## config.mk

```make
export PLATFORM = sky130hd
export DESIGN_NAME = apb2axi_cpl_queue
export DESIGN_NICKNAME = d
export VERILOG_FILES = /design/src/rtl/apb2axi_pkg.sv /design/src/rtl/apb2axi_cpl_fifo.sv /design/src/rtl/apb2axi_cpl_queue.sv
export SDC_FILE = /design/constraint.sdc
export NUM_CORES = 1
export LEC_CHECK = 0
export CAP_MARGIN = 10
export CORE_MARGIN = 2
export CORE_UTILIZATION = 30
export DETAILED_ROUTE_END_ITERATION = 10
export GPL_TIMING_DRIVEN = 0
export PLACE_DENSITY = 0.44
export SLEW_MARGIN = 25
export SYNTH_ARGS = -nofsm -noshare
export SYNTH_HDL_FRONTEND = slang
export SYNTH_SLANG_ARGS = --single-unit
export TNS_END_PERCENT = 100
```

## constraint.sdc

```tcl
create_clock -name pclk -period 3.34 [get_ports pclk]
set_clock_uncertainty 0.15 [all_clocks]
set_input_delay 0.501 -clock pclk [delete_from_list [all_inputs] [get_ports pclk]]
set_output_delay 0.501 -clock pclk [all_outputs]
set_load 0.02 [all_outputs]
```

## src/rtl/apb2axi_pkg.sv

```systemverilog
// Shared types and constants for the APB-to-AXI bridge completion path:
// tag width, directory size, AXI response encodings and the completion record.
package apb2axi_pkg;

  localparam int TAG_W       = 3;
  localparam int DIR_ENTRIES = 1 << TAG_W;

  // Width of num_beats in the completion record; 9 bits covers 1..256 beats
  // and the saturated value 511.
  localparam int NUM_BEATS_W = 9;

  localparam logic [1:0] RESP_OKAY   = 2'd0;
  localparam logic [1:0] RESP_EXOKAY = 2'd1;
  localparam logic [1:0] RESP_SLVERR = 2'd2;
  localparam logic [1:0] RESP_DECERR = 2'd3;

  typedef struct packed {
    logic [TAG_W-1:0]       tag;
    logic [1:0]             resp;
    logic [NUM_BEATS_W-1:0] num_beats;
    logic                   error;
  } completion_entry_t;

endpackage

```

## src/rtl/apb2axi_cpl_fifo.sv

```systemverilog
// Completion FIFO: up to two pushes and one pop per cycle. push1 is only
// meaningful together with push0 and is stored in the slot after data0.
// Storage is not reset; only pointers and occupancy are.
module apb2axi_cpl_fifo
  import apb2axi_pkg::*;
#(
  parameter int CQ_DEPTH = 4,
  localparam int AW = $clog2(CQ_DEPTH)
) (
  input  logic              pclk,
  input  logic              preset,
  input  logic              push0,
  input  completion_entry_t data0,
  input  logic              push1,
  input  completion_entry_t data1,
  input  logic              pop,
  output logic [AW:0]       count,
  output logic              empty,
  output completion_entry_t head
);

  localparam int CW = AW + 1;

  completion_entry_t mem [CQ_DEPTH];
  logic [AW-1:0]     wr_ptr;
  logic [AW-1:0]     rd_ptr;
  logic [AW-1:0]     wr_ptr_nx;
  logic [1:0]        n_push;
  logic              pop_ok;

  assign wr_ptr_nx = wr_ptr + AW'(1);
  assign n_push    = {1'b0, push0} + {1'b0, push1};
  assign empty     = (count == '0);
  assign pop_ok    = pop && !empty;
  assign head      = mem[rd_ptr];

  // Write the pushed entries into consecutive slots.
  always_ff @(posedge pclk) begin
    if (push0) mem[wr_ptr] <= data0;
    if (push1) mem[wr_ptr_nx] <= data1;
  end

  // Pointers wrap naturally at CQ_DEPTH; occupancy nets pushes against pop.
  always_ff @(posedge pclk or posedge preset) begin
    if (preset) begin
      wr_ptr <= '0;
      rd_ptr <= '0;
      count  <= '0;
    end else begin
      wr_ptr <= wr_ptr + AW'(n_push);
      rd_ptr <= rd_ptr + AW'(pop_ok);
      count  <= count + CW'(n_push) - CW'(pop_ok);
    end
  end

endmodule

```

## src/rtl/apb2axi_cpl_queue.sv

```systemverilog
// Completion queue: accumulates AXI read beats per tag, turns read-last beats
// and write responses into completion records, and hands them to the
// directory through a 2-push/1-pop FIFO.
// Optional feature macro: APB2AXI_CQ_BYPASS_EN -- when defined, a push into an
// empty queue is presented combinationally and skips storage if accepted.
module apb2axi_cpl_queue
  import apb2axi_pkg::*;
#(
  parameter int CQ_DEPTH = 4,
  parameter int BEAT_W   = 9
) (
  input  logic              pclk,
  input  logic              preset,
  input  logic              rd_beat_vld,
  input  logic [TAG_W-1:0]  rd_beat_tag,
  input  logic [1:0]        rd_beat_resp,
  input  logic              rd_beat_last,
  input  logic              wr_resp_vld,
  input  logic [TAG_W-1:0]  wr_resp_tag,
  input  logic [1:0]        wr_resp_resp,
  output logic              in_rdy,
  output logic              cq_dir_cpl_vld,
  output completion_entry_t cq_dir_cpl_entry,
  input  logic              cq_dir_cpl_rdy
);

  localparam int AW = $clog2(CQ_DEPTH);
  localparam logic [BEAT_W-1:0] CNT_MAX   = '1;
  localparam logic [AW:0]       RDY_LIMIT = (AW + 1)'(CQ_DEPTH - 2);

  function automatic logic [1:0] resp_max(input logic [1:0] a, input logic [1:0] b);
    return (a > b) ? a : b;
  endfunction

  function automatic logic [BEAT_W-1:0] cnt_sat_inc(input logic [BEAT_W-1:0] c);
    return (c == CNT_MAX) ? c : c + BEAT_W'(1);
  endfunction

  // Clamp a beat count into the record's num_beats field.
  function automatic logic [NUM_BEATS_W-1:0] to_num_beats(input logic [BEAT_W-1:0] c);
    logic [31:0] w;
    w = 32'(c);
    if (w > (32'd1 << NUM_BEATS_W) - 32'd1) return '1;
    return NUM_BEATS_W'(w);
  endfunction

  logic [BEAT_W-1:0]      beat_cnt   [DIR_ENTRIES];
  logic [1:0]             worst_resp [DIR_ENTRIES];
  logic [DIR_ENTRIES-1:0] sat_err;

  logic              rd_acc_p0;
  logic              rd_push_p0;
  logic              wr_push_p0;
  logic [BEAT_W-1:0] cur_cnt_p0;
  logic [1:0]        cur_resp_p0;
  logic              cur_sat_p0;
  completion_entry_t rd_ent_p0;
  completion_entry_t wr_ent_p0;
  logic              first_vld_p0;
  completion_entry_t first_ent_p0;
  logic              second_vld_p0;

  logic              fifo_push0;
  completion_entry_t fifo_data0;
  logic              fifo_push1;
  logic              fifo_pop;
  logic [AW:0]       fifo_count;
  logic              fifo_empty;
  completion_entry_t fifo_head;

  // Acceptance depends only on registered occupancy (and reset), never on
  // this cycle's pop or valid inputs.
  assign in_rdy     = !preset && (fifo_count <= RDY_LIMIT);
  assign rd_acc_p0  = rd_beat_vld && in_rdy;
  assign rd_push_p0 = rd_acc_p0 && rd_beat_last;
  assign wr_push_p0 = wr_resp_vld && in_rdy;

  // ---- p0: build completion records from this cycle's accepted inputs ----
  // Merge the incoming beat into its tag's running count and worst response.
  always_comb begin
    cur_cnt_p0  = beat_cnt[rd_beat_tag];
    cur_resp_p0 = resp_max(worst_resp[rd_beat_tag], rd_beat_resp);
    cur_sat_p0  = sat_err[rd_beat_tag] || (cur_cnt_p0 == CNT_MAX);

    rd_ent_p0           = '0;
    rd_ent_p0.tag       = rd_beat_tag;
    rd_ent_p0.resp      = cur_resp_p0;
    rd_ent_p0.num_beats = to_num_beats(cnt_sat_inc(cur_cnt_p0));
    rd_ent_p0.error     = cur_resp_p0[1] || cur_sat_p0;

    wr_ent_p0           = '0;
    wr_ent_p0.tag       = wr_resp_tag;
    wr_ent_p0.resp      = wr_resp_resp;
    wr_ent_p0.num_beats = NUM_BEATS_W'(1);
    wr_ent_p0.error     = wr_resp_resp[1];

    // The read record goes first when both arrive together.
    first_vld_p0  = rd_push_p0 || wr_push_p0;
    first_ent_p0  = rd_push_p0 ? rd_ent_p0 : wr_ent_p0;
    second_vld_p0 = rd_push_p0 && wr_push_p0;
  end

  // Per-tag beat accounting; a last beat clears the tag for its next burst.
  always_ff @(posedge pclk or posedge preset) begin
    if (preset) begin
      for (int i = 0; i < DIR_ENTRIES; i++) begin
        beat_cnt[i]   <= '0;
        worst_resp[i] <= '0;
      end
      sat_err <= '0;
    end else if (rd_acc_p0) begin
      if (rd_beat_last) begin
        beat_cnt[rd_beat_tag]   <= '0;
        worst_resp[rd_beat_tag] <= '0;
        sat_err[rd_beat_tag]    <= 1'b0;
      end else begin
        beat_cnt[rd_beat_tag]   <= cnt_sat_inc(cur_cnt_p0);
        worst_resp[rd_beat_tag] <= cur_resp_p0;
        sat_err[rd_beat_tag]    <= cur_sat_p0;
      end
    end
  end

  // ---- p1: FIFO storage and directory handshake ----
  // Route records into the FIFO and drive the directory-facing outputs.
  always_comb begin
    fifo_push0       = first_vld_p0;
    fifo_data0       = first_ent_p0;
    fifo_push1       = second_vld_p0;
    cq_dir_cpl_vld   = !fifo_empty;
    cq_dir_cpl_entry = fifo_empty ? '0 : fifo_head;
`ifdef APB2AXI_CQ_BYPASS_EN
    // Empty queue: show the first record directly; if taken now, store only
    // the second one.
    if (fifo_empty && first_vld_p0) begin
      cq_dir_cpl_vld   = 1'b1;
      cq_dir_cpl_entry = first_ent_p0;
      if (cq_dir_cpl_rdy) begin
        fifo_push0 = second_vld_p0;
        fifo_data0 = wr_ent_p0;
        fifo_push1 = 1'b0;
      end
    end
`endif
    fifo_pop = cq_dir_cpl_rdy && !fifo_empty;
  end

  apb2axi_cpl_fifo #(
    .CQ_DEPTH (CQ_DEPTH)
  ) u_fifo (
    .pclk   (pclk),
    .preset (preset),
    .push0  (fifo_push0),
    .data0  (fifo_data0),
    .push1  (fifo_push1),
    .data1  (wr_ent_p0),
    .pop    (fifo_pop),
    .count  (fifo_count),
    .empty  (fifo_empty),
    .head   (fifo_head)
  );

endmodule

```

# ---- Word-level counts from Yosys, hierarchy flattened
# Memories as Yosys holds them, arrays and structs flattened.
# Cells that the tools add are included.
dict set report totals {
  reg_bits 103
  latch_bits 0
  ramBits 60
  rom_bits 0
  in_bits 16
  output_inout_bits 17
  wordCells 85
  n_memories 1
}
# name words width rd rd_clocked_by_memory_dff write_ports line
set mem_list {}
lappend mem_list {u_fifo.mem 4 15 1 0 2 apb2axi_cpl_fifo.sv:24} ;# completion_entry_t mem [CQ_DEPTH];
dict set report op_classes {
  n_addsub 7
  multipliers 0
  div 0
  magnitude_cmp 6
  n_eq_ne 1
  shift 0
  muxes 28
  bitwise 7
  n_reduce_logical 15
}
# cell n
set ops {}
lappend ops {{$and A72 B72 Y72} 1}
lappend ops {{$bwmux W72} 1}
lappend ops {{$mux W72} 1}
lappend ops {{$not A72 Y72} 1}
lappend ops {{$mux W9} 4}
lappend ops {{$mux W15} 2}
lappend ops {{$bmux W9 S3} 1}
lappend ops {{$demux W9 S3} 1}
lappend ops {{$and A16 B16 Y16} 1}
lappend ops {{$bwmux W16} 1}
lappend ops {{$mux W16} 1}
lappend ops {{$not A16 Y16} 1}
lappend ops {{$add A9 B1 Y9 const B} 1}
lappend ops {{$eq A9 B9 Y1 const B} 1}
lappend ops {{$logic_and A1 B1 Y1} 9}
lappend ops {{$and A8 B8 Y8} 1}
lappend ops {{$bwmux W8} 1}
lappend ops {{$mux W2} 4}
lappend ops {{$mux W8} 1}
lappend ops {{$not A8 Y8} 1}
lappend ops {{$bmux W2 S3} 1}
lappend ops {{$demux W2 S3} 1}
lappend ops {{$mux W1} 6}
lappend ops {{$ge A4 B4 Y1 const B} 1}
lappend ops {{17 further kinds} 20}

# ---- Longest topological paths before layout
dict set report logic_depth {
  word_depth 8
  depth_mapped 14
  ltp_nobuf 10
}

# ---- By module
# From an unflattened synthesis, not the netlist that was laid out.
dict set report unflattened {
  hier_cells 673
  area_unflattened_um2 8364.3
}
# module n_inst cells_per_inst area_per_inst_um2 seq_area_each_um2
set by_module_without_submodules {}
lappend by_module_without_submodules {apb2axi_cpl_queue 1 489 5032.3 2402.3}
lappend by_module_without_submodules {apb2axi_cpl_fifo 1 184 3331.9 1976.9}

# ---- Least setup slack after synthesis
# No wires, ideal clock.
dict set report synth_path {
  kind {input port to flip-flop}
  start {input port rd_beat_tag[0]}
  end {memory u_fifo.mem[0][2] in the netlist's numbering}
  setup_ns 0.117
  arrival_ns 3.115
  required_ns 3.073
  slack_ns -0.042
  path_stages 14
  n_path_buf 4
  path_cell_list {buf_6 -> buf_12 -> buf_2 -> nor2_2 -> a221oi_1 -> o21a_1 -> inv_1 -> ha_1 -> nand4_2 -> or4_4 -> nor2_4 -> mux2_4 -> buf_4 -> a22o_1}
}
# element line
set synth_rtl {}
lappend synth_rtl {{start: declaration} apb2axi_cpl_queue.sv:15} ;# input logic [TAG_W-1:0] rd_beat_tag,
lappend synth_rtl {{end: declaration} apb2axi_cpl_fifo.sv:24}

# ---- Worst setup path after layout
dict set report layout_path {
  start {input port rd_beat_tag[1]}
  end {register beat_cnt[64] in the netlist's numbering}
}
dict set report layout_between {
  elab_chain_len 8
}
# element line
set layout_lines {}
lappend layout_lines {{$not A3 Y4 (not written as such) (*)} {apb2axi_cpl_queue.sv:81, apb2axi_cpl_queue.sv:113, apb2axi_cpl_queue.sv:117}}
lappend layout_lines {{$bmux W9 S3, or another cell as far along} apb2axi_cpl_queue.sv:81} ;# cur_cnt_p0 = beat_cnt[rd_beat_tag];
lappend layout_lines {{$mux W9 (not written as such) / $logic_and A1 B1 Y1 (equally long branches)} {apb2axi_cpl_queue.sv:81, apb2axi_cpl_queue.sv:113, apb2axi_cpl_queue.sv:117}}
lappend layout_lines {{$mux W9, on equally long branches} {apb2axi_cpl_queue.sv:81, apb2axi_cpl_queue.sv:113, apb2axi_cpl_queue.sv:117}}
lappend layout_lines {{$add A9 B1 Y9, or another cell as far along} apb2axi_cpl_queue.sv:36} ;# return (c == CNT_MAX) ? c : c + BEAT_W'(1);
lappend layout_lines {{$mux W9 / $not A72 Y72 (equally long branches)} n/a}
lappend layout_lines {{$bwmux W72 / $and A72 B72 Y72 (equally long branches)} n/a}
lappend layout_lines {{$mux W72 (*)} apb2axi_cpl_queue.sv:112} ;# if (rd_beat_last) begin
lappend layout_lines {{end signal: indexed assignment} apb2axi_cpl_queue.sv:117} ;# beat_cnt[rd_beat_tag] <= cnt_sat_inc(cur_cnt_p0);
lappend layout_lines {{end: declaration} apb2axi_cpl_queue.sv:47} ;# logic [BEAT_W-1:0] beat_cnt [DIR_ENTRIES];
# Mark *: on every way between the ends. The rest lies on a longest branch, timed or not. The select of a mux whose other input is x is not followed.
# A chain may end at the register's enable or synchronous reset.

==> metrics list <==
- Highest metal layer with signal wires: met4
- The worst register-to-register path has a setup slack of 400 ps.
- For this run, the post-layout net count is 740.
- In this run the tightest slew margin relative to its limit is 0.505.
- During synthesis, Yosys emitted a total of 0 warnings.
* First-pass GRT wire length: 34.0 mm
- After synthesis, the mean cell area works out to 11.8 sq um.
- Dividing the final minimum period by the clock period gives 0.973.
- The via count of the first global-routing pass is 5760.
- Main area contributors after synthesis: dfrtp_1, a22o_1, dfxtp_1, edfxtp_1, mux4_2
- Hold repair after CTS inserted 0 buffers.
- Synthesis-to-layout area growth: 20.2%
* DRC: 0
- For the pin with the worst max-slew slack, the measured transition is 739 ps.
* Highest Clock Rate: 308 MHz
* Post-synth top area cell: dfrtp_1
* Worst path required time: 3500 ps
- Synth top area share: 0.335
- In this run the clock root is driven by a clkbuf_16.
- Synthesis produced 654 cells.
* Number of maximum-capacitance constraint violations: 0
- Of the synthesized area, sequential elements account for 0.522.
- Predominant post-synthesis flop cell: dfrtp_1
* Most frequent cell after synthesis: dfrtp_1
* Core Footprint: 25200 sq um
* Status: complete, no violations
* Routed length on met3: 820 um
- Dividing the detail-routed wire length by the instance count gives 20.3 um.
- RSZ-0062 raised after global routing: false
- Data arrival at the endpoint of the critical path: 3410 ps
- Power per unit of standard cell area: 673 nW/um^2
- Height of the die: 164 um
- The later pin in the worst-skew pair is clocked with a latency of 440 ps.
- The tightest hold path in the finished design has a slack of 200 ps.
- Std cell rows: 58
* WS Path Type: primary input to flip-flop
- The worst hold path belongs to the class primary input to asynchronous set/reset pin.
- The analysis attributes to cell leakage a power of 3.88 nW.
* Count of flip-flops with a built-in enable after synthesis: 24
- Netlist area before placement: 7700 sq um
* Width of the die: 164 um
* Pins over their slew limit: 0
* Residual overflow from global routing: 0
* Clk slew on worst S/H paths: 60 ps
* Critical register-to-register path startpoint: beat_cnt[27]
- Worst reg2reg path depth: 11
- Counting flops with an async set or reset pin after synthesis yields a share of 0.632.
- Weighted congestion reported at the end of routability-driven placement: 0.837
- In the final layout, the share of cells above drive strength 1 is 0.185.
- Most numerous cell types in the synthesized netlist: dfrtp_1, a22o_1, nand2_1
- The count of nets left with antenna violations once routing finished came out at 0.
- Total inserted antenna cells: 0
- Critical path endpoint category: flip-flop
- Maximum clock insertion buffer count: 2
* Synthesized net count: 682
- Cell Area, Placed: 8530 sq um
- Half-perimeter wire length after detailed placement: 15.5 mm
* Total iterations of the first detailed-routing run: 4
* Number of distinct library cells after synthesis: 61
- DR WL met2: 10.0 mm
- Synthesis-stage register bit count: 163
* Reg-to-reg endpoint: beat_cnt[64]
* Number of clock sinks: 163
- Number of antenna violations at the first check in global routing: 0
- Number of buffer cells added on primary ports: 31
- Largest fanout on the critical path: 10
- TritonCTS clock tree: yes
- Cell area after layout: 9250 sq um
* Initial core utilization: 0.306
- Number of vias per cell: 5.18
- Worst-case vdd ir drop: 344 uV
- Starting DRC count in detailed routing: 257
* Number of vias after detailed routing: 5468
* Largest net degree at the start of global routing: 32
* Number of CTS-inserted buffers: 17
* Overall power: 0.00623 W
* Setup-failing EPs final: 0
- After detailed routing, the wire length on met1 is 10.2 mm.
- Total global-route track usage: 0.170
* Number of endpoints with negative hold slack in the final report: 0
- Detailed-route wire length: 21.5 mm
- The clock period could shrink to 3250 ps.
- Full die area: 27000 sq um
* # IOs: 33
- The H-tree was split into 4 levels.
- The worst setup path is launched from a primary input.
-- per-stage QoR --
stage           util  setup slack (ps)  std cells  setup TNS (ps)
2_1_floorplan      -              6.42        654               0
3_3_place_gp   0.335             -1310       1015         -122990
3_5_place_dp   0.339             -1080       1019         -132750
4_1_cts        0.366              24.9       1056               0
5_1_grt        0.367              7.96       1055               0
6_report       0.367              88.9       1055               0
-- logic make-up after synthesis --
kind of cell / synth area share
adder cells (fa/ha/maj): 0.0205
buffers and inverters: 0.0426
AND/OR/NAND/NOR: 0.0996
AO/OA/AOI/OAI: 0.185
multiplexers: 0.122
flip-flops: 0.522
XOR/XNOR: 0.00910
-- worst max path at each step --
stage          cells after the start      startpoint          endpoint
6_report                          14  rd_beat_tag[1]      beat_cnt[64]
5_1_grt                           14  rd_beat_tag[1]  u_fifo.mem[1][2]
4_1_cts                           14  rd_beat_tag[1]      beat_cnt[64]
3_5_place_dp                      13  rd_beat_tag[2]        sat_err[7]
3_3_place_gp                      12  rd_beat_tag[2]      beat_cnt[53]
2_1_floorplan                     14  rd_beat_tag[0]  u_fifo.mem[0][2]
-- per-layer routing --
metal	vias to the layer above	GRT usage
li1	2557	-
met1	2778	0.230
met2	107	0.265
met3	26	0.0381
met4	0	0.0662
met5	-	0
-- flip-flops by register name, indices dropped and copies added (netlist names) --
name,flops
beat_cnt,72
u_fifo.mem,60
worst_resp,16
sat_err,8
u_fifo.count,3
u_fifo.rd_ptr,2
u_fifo.wr_ptr,2
-- cell usage in the layout, fill, tap and decap left out, drive strengths merged, types with 5 or more instances in the layout --
master,instances
mux2i,11
nor2,25
o21ai,55
o31ai,8
inv,22
edfxtp,24
dfrtp,103
dfxtp,36
a22o,85
mux4,27
o22a,6
a22oi,5
nand2,82
mux2,18
clkbuf,41
and2,6
clkdlybuf4s50,29
nor2b,20
ha,11
buf,33
-- worst max-delay path, cell delays in order --
cell and delay, ps:
clkdlybuf4s18_2 280, buf_12 160, buf_8 160, buf_8 160, a221oi_1 60, o21a_2 260, inv_2 80, ha_2 220
nand4_4 120, or4_4 550, nor2_4 130, mux2_4 320, buf_4 180, a22o_1 210
-- cell type report --
class                      count  area, sq um
fill                        2462        15900
sequential                   163         4020
multi-input combinational    427         3420
clock buffer                  24          484
timing repair buffer          42          449
tap                          330          413
buffer                        39          298
inverter                      22         93.8
clock inverter                 8         76.3
-- what timing repair did --
item	4_1_cts	5_1_grt
gates resized for setup	33	17
endpoints found under the setup margin	156	90
pin swaps	3	2
setup buffers	7	0
-- power by group --
part	leakage (nW)	internal [W]	switching, W	total, W
Clock	0.281	0.00110	0.000808	0.00190
Sequential	1.91	0.00237	0.000227	0.00259
Combinational	1.68	0.000812	0.000922	0.00173
Total	3.88	0.00427	0.00196	0.00623
(Power assumes the default switching activity.)
